File: src/rtl/seq_array_mult_pkg.sv
// Shared definitions for the sequential add-and-shift multiplier:
// FSM state enumeration and counter sizing helper.
package seq_array_mult_pkg;

   typedef enum logic [1:0] {
      ST_IDLE = 2'd0,
      ST_RUN  = 2'd1,
      ST_DONE = 2'd2
   } state_t;

   // Counter must hold 0..w, hence clog2(w+1) bits.
   function automatic int unsigned cnt_width(input int unsigned w);
      return $clog2(w + 1);
   endfunction

endpackage

File: src/rtl/seq_array_mult_step.sv
// One RUN cycle of the multiplier: conditionally add the multiplicand
// magnitude into the accumulator upper half, then shift right by one.
module mult_addshift_step #(
   parameter int unsigned WIDTH = 4
) (
   input  logic [2*WIDTH-1:0] acc_in,
   input  logic [WIDTH-1:0]   mcand,
   output logic [2*WIDTH-1:0] acc_out
);

   logic [WIDTH:0] sum;

   always_comb begin
      sum = {1'b0, acc_in[2*WIDTH-1:WIDTH]};
      if (acc_in[0])
         sum = sum + {1'b0, mcand};
      // Carry out of the add becomes the new MSB after the shift.
      acc_out = {sum, acc_in[WIDTH-1:1]};
   end

endmodule

File: src/rtl/seq_array_mult.sv
// Sequential shift-and-add multiplier with optional two's complement mode;
// WIDTH RUN cycles per product, result registered on the RUN->DONE edge.
module seq_array_mult
   import seq_array_mult_pkg::*;
#(
   parameter int unsigned WIDTH     = 4,
   parameter bit          SIGNED_EN = 1'b1
) (
   input  logic               clk,
   input  logic               rst_n,
   input  logic               start,
   input  logic               sgn,
   input  logic [WIDTH-1:0]   a,
   input  logic [WIDTH-1:0]   b,
   output logic [2*WIDTH-1:0] p,
   output logic               busy,
   output logic               done
);

   localparam int unsigned CW = cnt_width(WIDTH);

   state_t             state, state_nx;
   logic [2*WIDTH-1:0] acc, acc_step;
   logic [WIDTH-1:0]   mcand;
   logic [WIDTH-1:0]   a_mag, b_mag;
   logic [CW-1:0]      cnt;
   logic               neg, eff_sgn, load, last;

   // -2^(WIDTH-1) negates to itself, which read unsigned is the correct magnitude.
   always_comb begin
      eff_sgn = SIGNED_EN && sgn;
      a_mag   = (eff_sgn && a[WIDTH-1]) ? (~a + WIDTH'(1)) : a;
      b_mag   = (eff_sgn && b[WIDTH-1]) ? (~b + WIDTH'(1)) : b;
      last    = (cnt == CW'(WIDTH - 1));
   end

   mult_addshift_step #(.WIDTH(WIDTH)) u_step (
      .acc_in  (acc),
      .mcand   (mcand),
      .acc_out (acc_step)
   );

   always_ff @(posedge clk or negedge rst_n) begin
      if (!rst_n)
         state <= ST_IDLE;
      else
         state <= state_nx;
   end

   always_comb begin
      state_nx = state;
      load     = 1'b0;
      busy     = 1'b0;
      done     = 1'b0;
      case (state)
         ST_IDLE: begin
            if (start) begin
               load     = 1'b1;
               state_nx = ST_RUN;
            end
         end
         ST_RUN: begin
            busy = 1'b1;
            if (last)
               state_nx = ST_DONE;
         end
         ST_DONE: begin
            done = 1'b1;
            if (start) begin
               load     = 1'b1;
               state_nx = ST_RUN;
            end else begin
               state_nx = ST_IDLE;
            end
         end
         default: state_nx = ST_IDLE;
      endcase
   end

   // Multiplier magnitude rides in the accumulator low half and shifts out.
   always_ff @(posedge clk or negedge rst_n) begin
      if (!rst_n) begin
         acc   <= '0;
         mcand <= '0;
         neg   <= 1'b0;
         cnt   <= '0;
         p     <= '0;
      end else if (load) begin
         acc   <= {{WIDTH{1'b0}}, b_mag};
         mcand <= a_mag;
         neg   <= eff_sgn && (a[WIDTH-1] ^ b[WIDTH-1]);
         cnt   <= '0;
      end else if (state == ST_RUN) begin
         acc <= acc_step;
         cnt <= cnt + CW'(1);
         if (last)
            p <= neg ? (~acc_step + (2*WIDTH)'(1)) : acc_step;
      end
   end

endmodule

File: config.mk
export PLATFORM = sky130hd
export DESIGN_NAME = seq_array_mult
export DESIGN_NICKNAME = d
export VERILOG_FILES = /design/src/rtl/seq_array_mult_pkg.sv /design/src/rtl/seq_array_mult_step.sv /design/src/rtl/seq_array_mult.sv
export SDC_FILE = /design/constraint.sdc
export NUM_CORES = 1
export LEC_CHECK = 0
export ABC_AREA = 1
export CORE_ASPECT_RATIO = 1.2
export CORE_MARGIN = 10
export CORE_UTILIZATION = 40
export CTS_CLUSTER_DIAMETER = 30
export DETAILED_ROUTE_END_ITERATION = 8
export GPL_TIMING_DRIVEN = 0
export PLACE_DENSITY = 0.7
export SYNTH_ARGS = -nofsm -noshare
export SYNTH_HDL_FRONTEND = slang
export SYNTH_SLANG_ARGS = --single-unit
File: constraint.sdc
create_clock -name clk -period 2.2 [get_ports clk]
set_clock_uncertainty 0.2 [all_clocks]
set_input_delay 0.33 -clock clk [delete_from_list [all_inputs] [get_ports clk]]
set_output_delay 0.33 -clock clk [all_outputs]
set_load 0.01 [all_outputs]
# After elaboration in Yosys (flattened, before gate mapping)
# Cells that the tools add are included.
# W data, S select, Z words.
# word_totals
register_bits,26
inputBits,12
out_inout_bits,10
elab_cells,45
# classes
n_addsub,5
eq_ne,5
n_mux,16
n_bitwise,5
reduce_logical,8
# ops
cell,count
$mux W8,3
$add A4 B1 Y4 const B,2
$add A8 B1 Y8 const B,1
$mux W4,2
$not A4 Y4,2
$not A8 Y8,1
$mux W3,2
$pmux W2 S3,1
$add A4 B4 Y5,1
$mux W1,5
$mux W5,1
$mux W2,2
$ne A2 B2 Y1 const B,2
$add A3 B1 Y3 const B,1
$eq A3 B2 Y1 const B,1
$logic_and A1 B1 Y1,3
$reduce_and A3 Y1,1
$eq A2 B1 Y1 const B,1
$eq A2 B2 Y1 const B,1
$logic_not A2 Y1,1
$reduce_and A2 Y1,1
$reduce_bool A2 Y1,1
$reduce_or A2 Y1,1
$not A1 Y1,1
$xor A1 B1 Y1,1

# Logic depth before layout (Yosys ltp)
# Gate-level depths: netlist (run 1).
# logic_depth
ltp_word,5
mapped_depth,12
mapped_depth_nobuf,12

# Modules after synthesis
# Synthesis (run 1) repeated with hierarchy kept, for this count alone.
# hier_totals
cells_unflattened,200
area_unflattened_um2,1567.8
# modules_own_cells
mod,n_inst,cells_each,area_per_inst_um2,seq_area_each_um2
seq_array_mult,1,165,1357.6,650.6
mult_addshift_step,1,35,210.2,0.0

# Worst setup path before layout (run 1)
# Ideal clock, no wire load.
# synth_path
path_kind,reg-to-reg
start,reg acc[4]
end,reg p[7]
setup_ns,0.117
arrival_ns,1.622
required_time_ns,1.883
path_slack_ns,0.260
stages_incl_launch_ff,13
path_buffers,0
period_less_slack_ns,1.940
cell_sequence,dfrtp_1 ha_1 fa_1 inv_1 nand2_1 nand2_2 nand3_2 nor2_2 nand3_1 nand2_1 nand2_1 nand3_1 nand2_1
# synth_via
elab_chain_len,5
# synth_lines
element,line,rtl
start: declaration,seq_array_mult.sv:23,"logic [2*WIDTH-1:0] acc, acc_step;"
start signal: assignment,seq_array_mult.sv:89,"acc <= {{WIDTH{1'b0}}, b_mag};"
start signal: assignment,seq_array_mult.sv:94,acc <= acc_step;
$add A4 B4 Y5,seq_array_mult_step.sv:16,"sum = sum + {1'b0, mcand};"
$mux W5 *,seq_array_mult_step.sv:15,if (acc_in[0])
$not A8 Y8,seq_array_mult.sv:97,p <= neg ? (~acc_step + (2*WIDTH)'(1)) : acc_step;
$add A8 B1 Y8,seq_array_mult.sv:97,
$mux W8 *,seq_array_mult.sv:97,
end signal: assignment,seq_array_mult.sv:97,
end: declaration,seq_array_mult.sv:15,"output logic [2*WIDTH-1:0] p,"
# Mark *: on every way between the ends. The rest lies on a longest branch, timed or not.
# A chain may end at the register's enable or synchronous reset.

# Worst setup path after layout (run 1)
# layout_path
start,reg state[1]
end,out busy
# layout_via
elab_chain_len,2
# layout_lines
element,line,rtl
start: declaration,seq_array_mult.sv:22,"state_t state, state_nx;"
start signal: assignment,seq_array_mult.sv:47,state <= state_nx;
$eq A2 B1 Y1,seq_array_mult.sv:55,case (state)
$mux W1,seq_array_mult.sv:55,
end: declaration,seq_array_mult.sv:16,"output logic busy,"
# Every way passes these cells.

==> out/qor.yml, run 1 <==
synth.top_cell.area_share_pct: 42.66
crit_type: "reg2out"
rsz0062_at_grt: "false"
ys_seq_area_share_pct: 42.66
area.growth.synth_to_final_pct: 20.92
fin_util_pct: 50.34
slew_violations: 0
clk_path_buf_depth: 2
worstRegToRegCells: 12
dr_total_vias: 1223
grt_usage_pct: 9.615
dr.first_iter.drc_count: 54
outcome: "finished clean"
wl_per_cell_um: 11.32
dpl.cell_count: 257
synth.cell_area_um2: 1525
synth_fp_nets: 206
antenna_found_initial: 0
dpl-instance-area_um2: 1800
post_cts_buffers: 0
hold_buffers: 0
layout_common_cells: "38 x nand2_1, 26 x dfrtp_1, 22 x inv_1, 21 x clkdlybuf4s50_1, 14 x o21ai_1"
ir_drop_v: 0.0004149
synth_top_cell_by_area: "dfrtp_1"
gp_congestion: 0.7911
h-tree-depth: 1
core_area_um2: 3664
dp_hpwl_um: 2372
setup_viol: 0
worst_slew_pin_slew_ns: 1.158
cts_root_buf: "clkbuf_8"
crit_path_end_kind: "output pin"
fp.dieW_um: 76.37
hold_depth: 2
crit_fanout: 7
finalCriticalPeriod_ns: 2.024
rr_startpoint: "mcand[0]"
min_from: "p[6]"
die_h_um: 87.65
fmax_ghz: 0.4941
drive_above_1_share_pct: 13.46
std_cell_rows: 24
pin_count: 22
worstPathRequired_ns: 1.67
initial_utilization_pct: 41.63
drt_first_pass_iters: 4
wl_um: 2943
holdPathEnd: "p[6]"
cp.arrival_ns: 1.49
synth_area_leaders: "dfrtp_1 43%, nand2_1 9.4%, ha_1 7.4%"
power_density_nw_per_um2: 1375
reg2reg_slack_ns: 0.19
syn-instance-count: 184
period_share_pct: 91.99
stdcell_count: 260
maxCapViolations: 0
ant_nets: 0
nNetsFinal: 232
final_common_cell: "nand2_1"
hold_viol_final: 0
drc: 0
rr_endpoint: "p[7]"
die_area_um2: 6693
via_per_inst: 4.704
final_area_um2: 1844
startpoint: "state[1]"
hp-class: "reg2reg"
grt_pass1_wl_um: 5437
grt_pass1_vias: 1278
io_buffers: 21
clock_sinks: 26
final.setup.tns_ns: 0
clk_latency_ns: 0.27
num_antenna_cells: 0
cts_repair_resize_count: 0
grt_max_degree: 27
cts_tree: "built"
p_leak_nw: 0.9078
startpoint_type: "register"
clkSlewWorstSetupHoldPaths_ns: 0.09
syn_area_per_cell_um2: 8.289
cts_buffers: 3
slew_headroom_pct: 22.57
gr-total-overflow: 0
yosysWarnings: 0
ys_ff_latch: 26
yosysUniqueCellTypes: 28
==> sequential cells by signal, indices dropped and copies added, names as in the netlist <==
signal and flops:
mcand 4, neg 1, cnt 3, state 2, acc 8, p 8
==> critical path, stage by stage, from the launching register on <==
cell,delay [ns]
dfrtp_1,0.42
nor2_4,0.23
clkdlybuf4s50_1,0.58
==> cell usage after synthesis <==
cell type / instances
nand3_1: 11
nor3_1: 2
o211ai_1: 1
nand2_2: 7
o21ai_0: 9
xor2_1: 6
inv_2: 7
ha_1: 9
o21ai_1: 14
nand3_2: 2
dfrtp_1: 26
nor2_1: 8
nand2_1: 38
a221oi_1: 1
nor2_2: 1
a211oi_2: 1
xnor2_1: 1
nor2_8: 1
buf_2: 2
o22ai_1: 3
inv_1: 22
nor2_4: 1
fa_1: 1
a22o_1: 1
nand2_4: 1
clkinv_1: 1
inv_4: 1
a21oi_1: 6
==> how the worst max path moves through the flow <==
stage / end / slack (ns) / depth (start not counted)
finish: busy / 0.18 / 2
global placement: p[7] / 0.17 / 12
floorplan: p[7] / 0.26 / 12
detailed placement: p[7] / 0.15 / 12
CTS: p[7] / 0.14 / 12
global route: p[7] / 0.02 / 12
==> layout make-up <==
cell class	instances	area, µm²
Buffer	2	10.01
Sequential cell	26	650.6
Inverter	31	118.9
Fill cell	379	1819
Multi-Input combinational cell	125	748.2
Clock buffer	3	41.29
Timing Repair Buffer	21	210.2
Tap cell	52	65.06
==> metal layers <==
| metal | routed length, µm | vias to the layer above | GRT usage [%] |
|---|---|---|---|
| met4 | 105 | 0 | 6.091 |
| li1 | - | 640 | - |
| met3 | 143 | 7 | 1.742 |
| met2 | 1395 | 27 | 17.49 |
| met5 | 0 | - | 0 |
| met1 | 1299 | 549 | 10.17 |
==> logic make-up (layout without fill, tap and decap cells) <==
| kind of cell | count (synthesis) | after routing | share of synthesized area (%) |
|---|---|---|---|
| AND/OR/NAND/NOR | 72 | 72 | 22.97 |
| buffers and inverters | 33 | 57 | 8.450 |
| XOR/XNOR | 7 | 7 | 4.020 |
| adder cells (fa/ha/maj) | 10 | 10 | 8.696 |
| flip-flops | 26 | 26 | 42.66 |
| AO/OA/AOI/OAI | 36 | 36 | 13.21 |
==> report_power, final <==
group	leakage, nW	internal, mW	switching [mW]
clock	0.0216	0.123	0.146
combinational	0.563	0.594	0.812
sequential	0.324	0.701	0.160
total	0.908	1.42	1.12
==> through the flow <==
step	worst slack (ns)	hold WS, ns	power, mW
after floorplan	0.2602	-0.1656	1.859
after global placement	0.1713	0.2631	2.250
after detailed placement	0.1549	0.2668	2.294
after CTS	0.1448	0.2818	2.569
after global routing	0.02369	0.3142	2.828
final	0.1761	0.2816	2.536
(Power assumes the default switching activity.)
==> inputs of run 2 (changes only) <==
SKIP_CTS_REPAIR_TIMING = 1   (was unset)
==> results of run 2 <==
Same layout as run 1: the final DEF is identical, and so are final timing and power.
==> inputs of run 3 (changes only) <==
REMOVE_ABC_BUFFERS = 1   (was unset)
==> out/qor.yml, run 3 (synthesized netlist as in run 1, its figures left out) <==
dr.first_iter.drc_count: 65  # +20%
gr-total-overflow: 0  # unchanged
hp-class: "reg2reg"
wl_per_cell_um: 11.07  # -2.2%
fp.dieW_um: 76.37  # unchanged
die_area_um2: 6693  # unchanged
multi_input_area_um2: 745.7  # -0.33%
drive_above_1_share_pct: 12.14  # -1.3 points
cts_tree: "built"
ant_nets: 0  # unchanged
hold_viol_final: 0  # unchanged
area.growth.synth_to_final_pct: 20.10
final.setup.tns_ns: 0  # unchanged
crit_fanout: 3  # -4
antenna_found_initial: 0  # unchanged
outcome: "finished clean"
regArea_um2: 650.6  # unchanged
clk_path_buf_depth: 2  # unchanged
finalCriticalPeriod_ns: 2.054  # +0.02982 ns
layout_common_cells: "38 x nand2_1, 26 x dfrtp_1, 22 x inv_1, 21 x clkdlybuf4s50_1, 14 x o21ai_1"
pwr-share-clk_pct: 10.5  # about the same
p_leak_nw: 0.9044  # -0.38%
gp_congestion: 0.7861  # -0.63%
swShare_pct: 43.91  # -0.18 points
nNetsFinal: 230  # -0.86%
std_cell_rows: 24  # unchanged
crit_type: "reg2reg"
totalPowerFinal_mw: 2.511  # -1.0%
cts_buffers: 3  # unchanged
clock_sinks: 26  # unchanged
ir_drop_v: 0.0003693  # -11%
maxCapViolations: 0  # unchanged
reg_top3: "acc: 8 flops, p: 8 flops, mcand: 4 flops"
crit_path_end_kind: "register"
h-tree-depth: 1  # unchanged
worstPathRequired_ns: 2.17  # +0.50 ns
power_density_nw_per_um2: 1371  # -0.34%
dr_total_vias: 1205  # -1.5%
slew_headroom_pct: 23.90  # +1.3 points
clk_latency_ns: 0.27  # about the same
dp_hpwl_um: 2319  # -2.2%
die_h_um: 87.65  # unchanged
wl_um: 2856  # -3.0%
seqPwrFrac_pct: 34.4  # +0.4 points
rsz0062_at_grt: "false"
p_int_mw: 1.408  # -0.70%
drc: 0  # unchanged
cts_root_buf: "clkbuf_8"
period_share_pct: 93.35  # +1.4 points
grt_pass1_wl_um: 4988  # -8.3%
worst_slew_pin_slew_ns: 1.138  # -0.01983 ns
grt_max_degree: 27  # unchanged
grt_usage_pct: 8.931  # -0.68 points
final_common_cell: "nand2_1"
setup_viol: 0  # unchanged
initial_utilization_pct: 41.63  # unchanged
grt_pass1_vias: 1149  # -10%
power_frac_comb_pct: 55.1  # -0.3 points
fill_cells: 386  # +1.8%
p_switching_mw: 1.102  # -1.4%
cp.arrival_ns: 2.02  # +0.53 ns
num_antenna_cells: 0  # unchanged
startpoint_type: "register"
fin_util_pct: 50.00  # -0.34 points
slew_violations: 0  # unchanged
clkSlewWorstSetupHoldPaths_ns: 0.08  # about the same
drt_first_pass_iters: 4  # unchanged
fmax_ghz: 0.4869  # -1.5%
via_per_inst: 4.671  # -0.71%
core_area_um2: 3664  # unchanged
io_buffers: 21  # unchanged
pin_count: 22  # unchanged
## run 3: metal layers
metal	share of wire (%)	global-route usage [%]
met4	2.4	5.076
met2	45	14.40
met3	4.8	1.947
met1	48	10.90
met5	0	0
## run 3: metrics by stage
stage	instances	hold WS, ns	area, µm²	worst slack, ns
2_1_floorplan	182	-0.1656	1515	0.2602
5_1_grt	258	0.3174	1832	0.02290
3_5_place_dp	255	0.2743	1790	0.1351
4_1_cts	258	0.2902	1832	0.1274
3_3_place_gp	255	0.2613	1790	0.1627
6_report	258	0.2849	1832	0.1463
## run 3: cell type report
type / instances / area share (%)
Multi-Input combinational cell: 125 / 40.71
Tap cell: 52 / 3.552
Timing Repair Buffer: 21 / 11.48
Inverter: 31 / 6.489
Clock buffer: 3 / 2.254
Sequential cell: 26 / 35.52
## run 3: power groups by stage
| stage | clock network, mW | registers, mW | logic [mW] |
|---|---|---|---|
| after floorplan | 0 | 0.881 | 0.969 |
| after global placement | 0 | 0.864 | 1.37 |
| after detailed placement | 0 | 0.876 | 1.41 |
| after CTS | 0.270 | 0.866 | 1.41 |
| after global routing | 0.287 | 0.897 | 1.61 |
| final | 0.264 | 0.863 | 1.38 |
## run 3: worst paths after layout
path,slack [ns],startpoint,depth (start not counted),to
worst min register to register,0.28,cnt[0],1,cnt[0]
worst max-delay path,0.15,acc[4],12,p[7]
worst min-delay path,0.28,cnt[0],1,cnt[0]
worst max register to register,0.15,acc[4],12,p[7]
max in group asynchronous,0.66,rst_n,1,state[1]
min in group asynchronous,0.47,rst_n,1,mcand[3]
## run 3: critical path, stage by stage, from the launching register on
cell and delay (ns):
dfrtp_1 0.38, ha_1 0.23, fa_1 0.43, inv_1 0.06, nand2_1 0.05, nand2_2 0.10, nand3_2 0.10, nor2_2 0.08
nand3_1 0.09, nand2_1 0.07, nand2_1 0.05, nand3_1 0.06, nand2_1 0.05
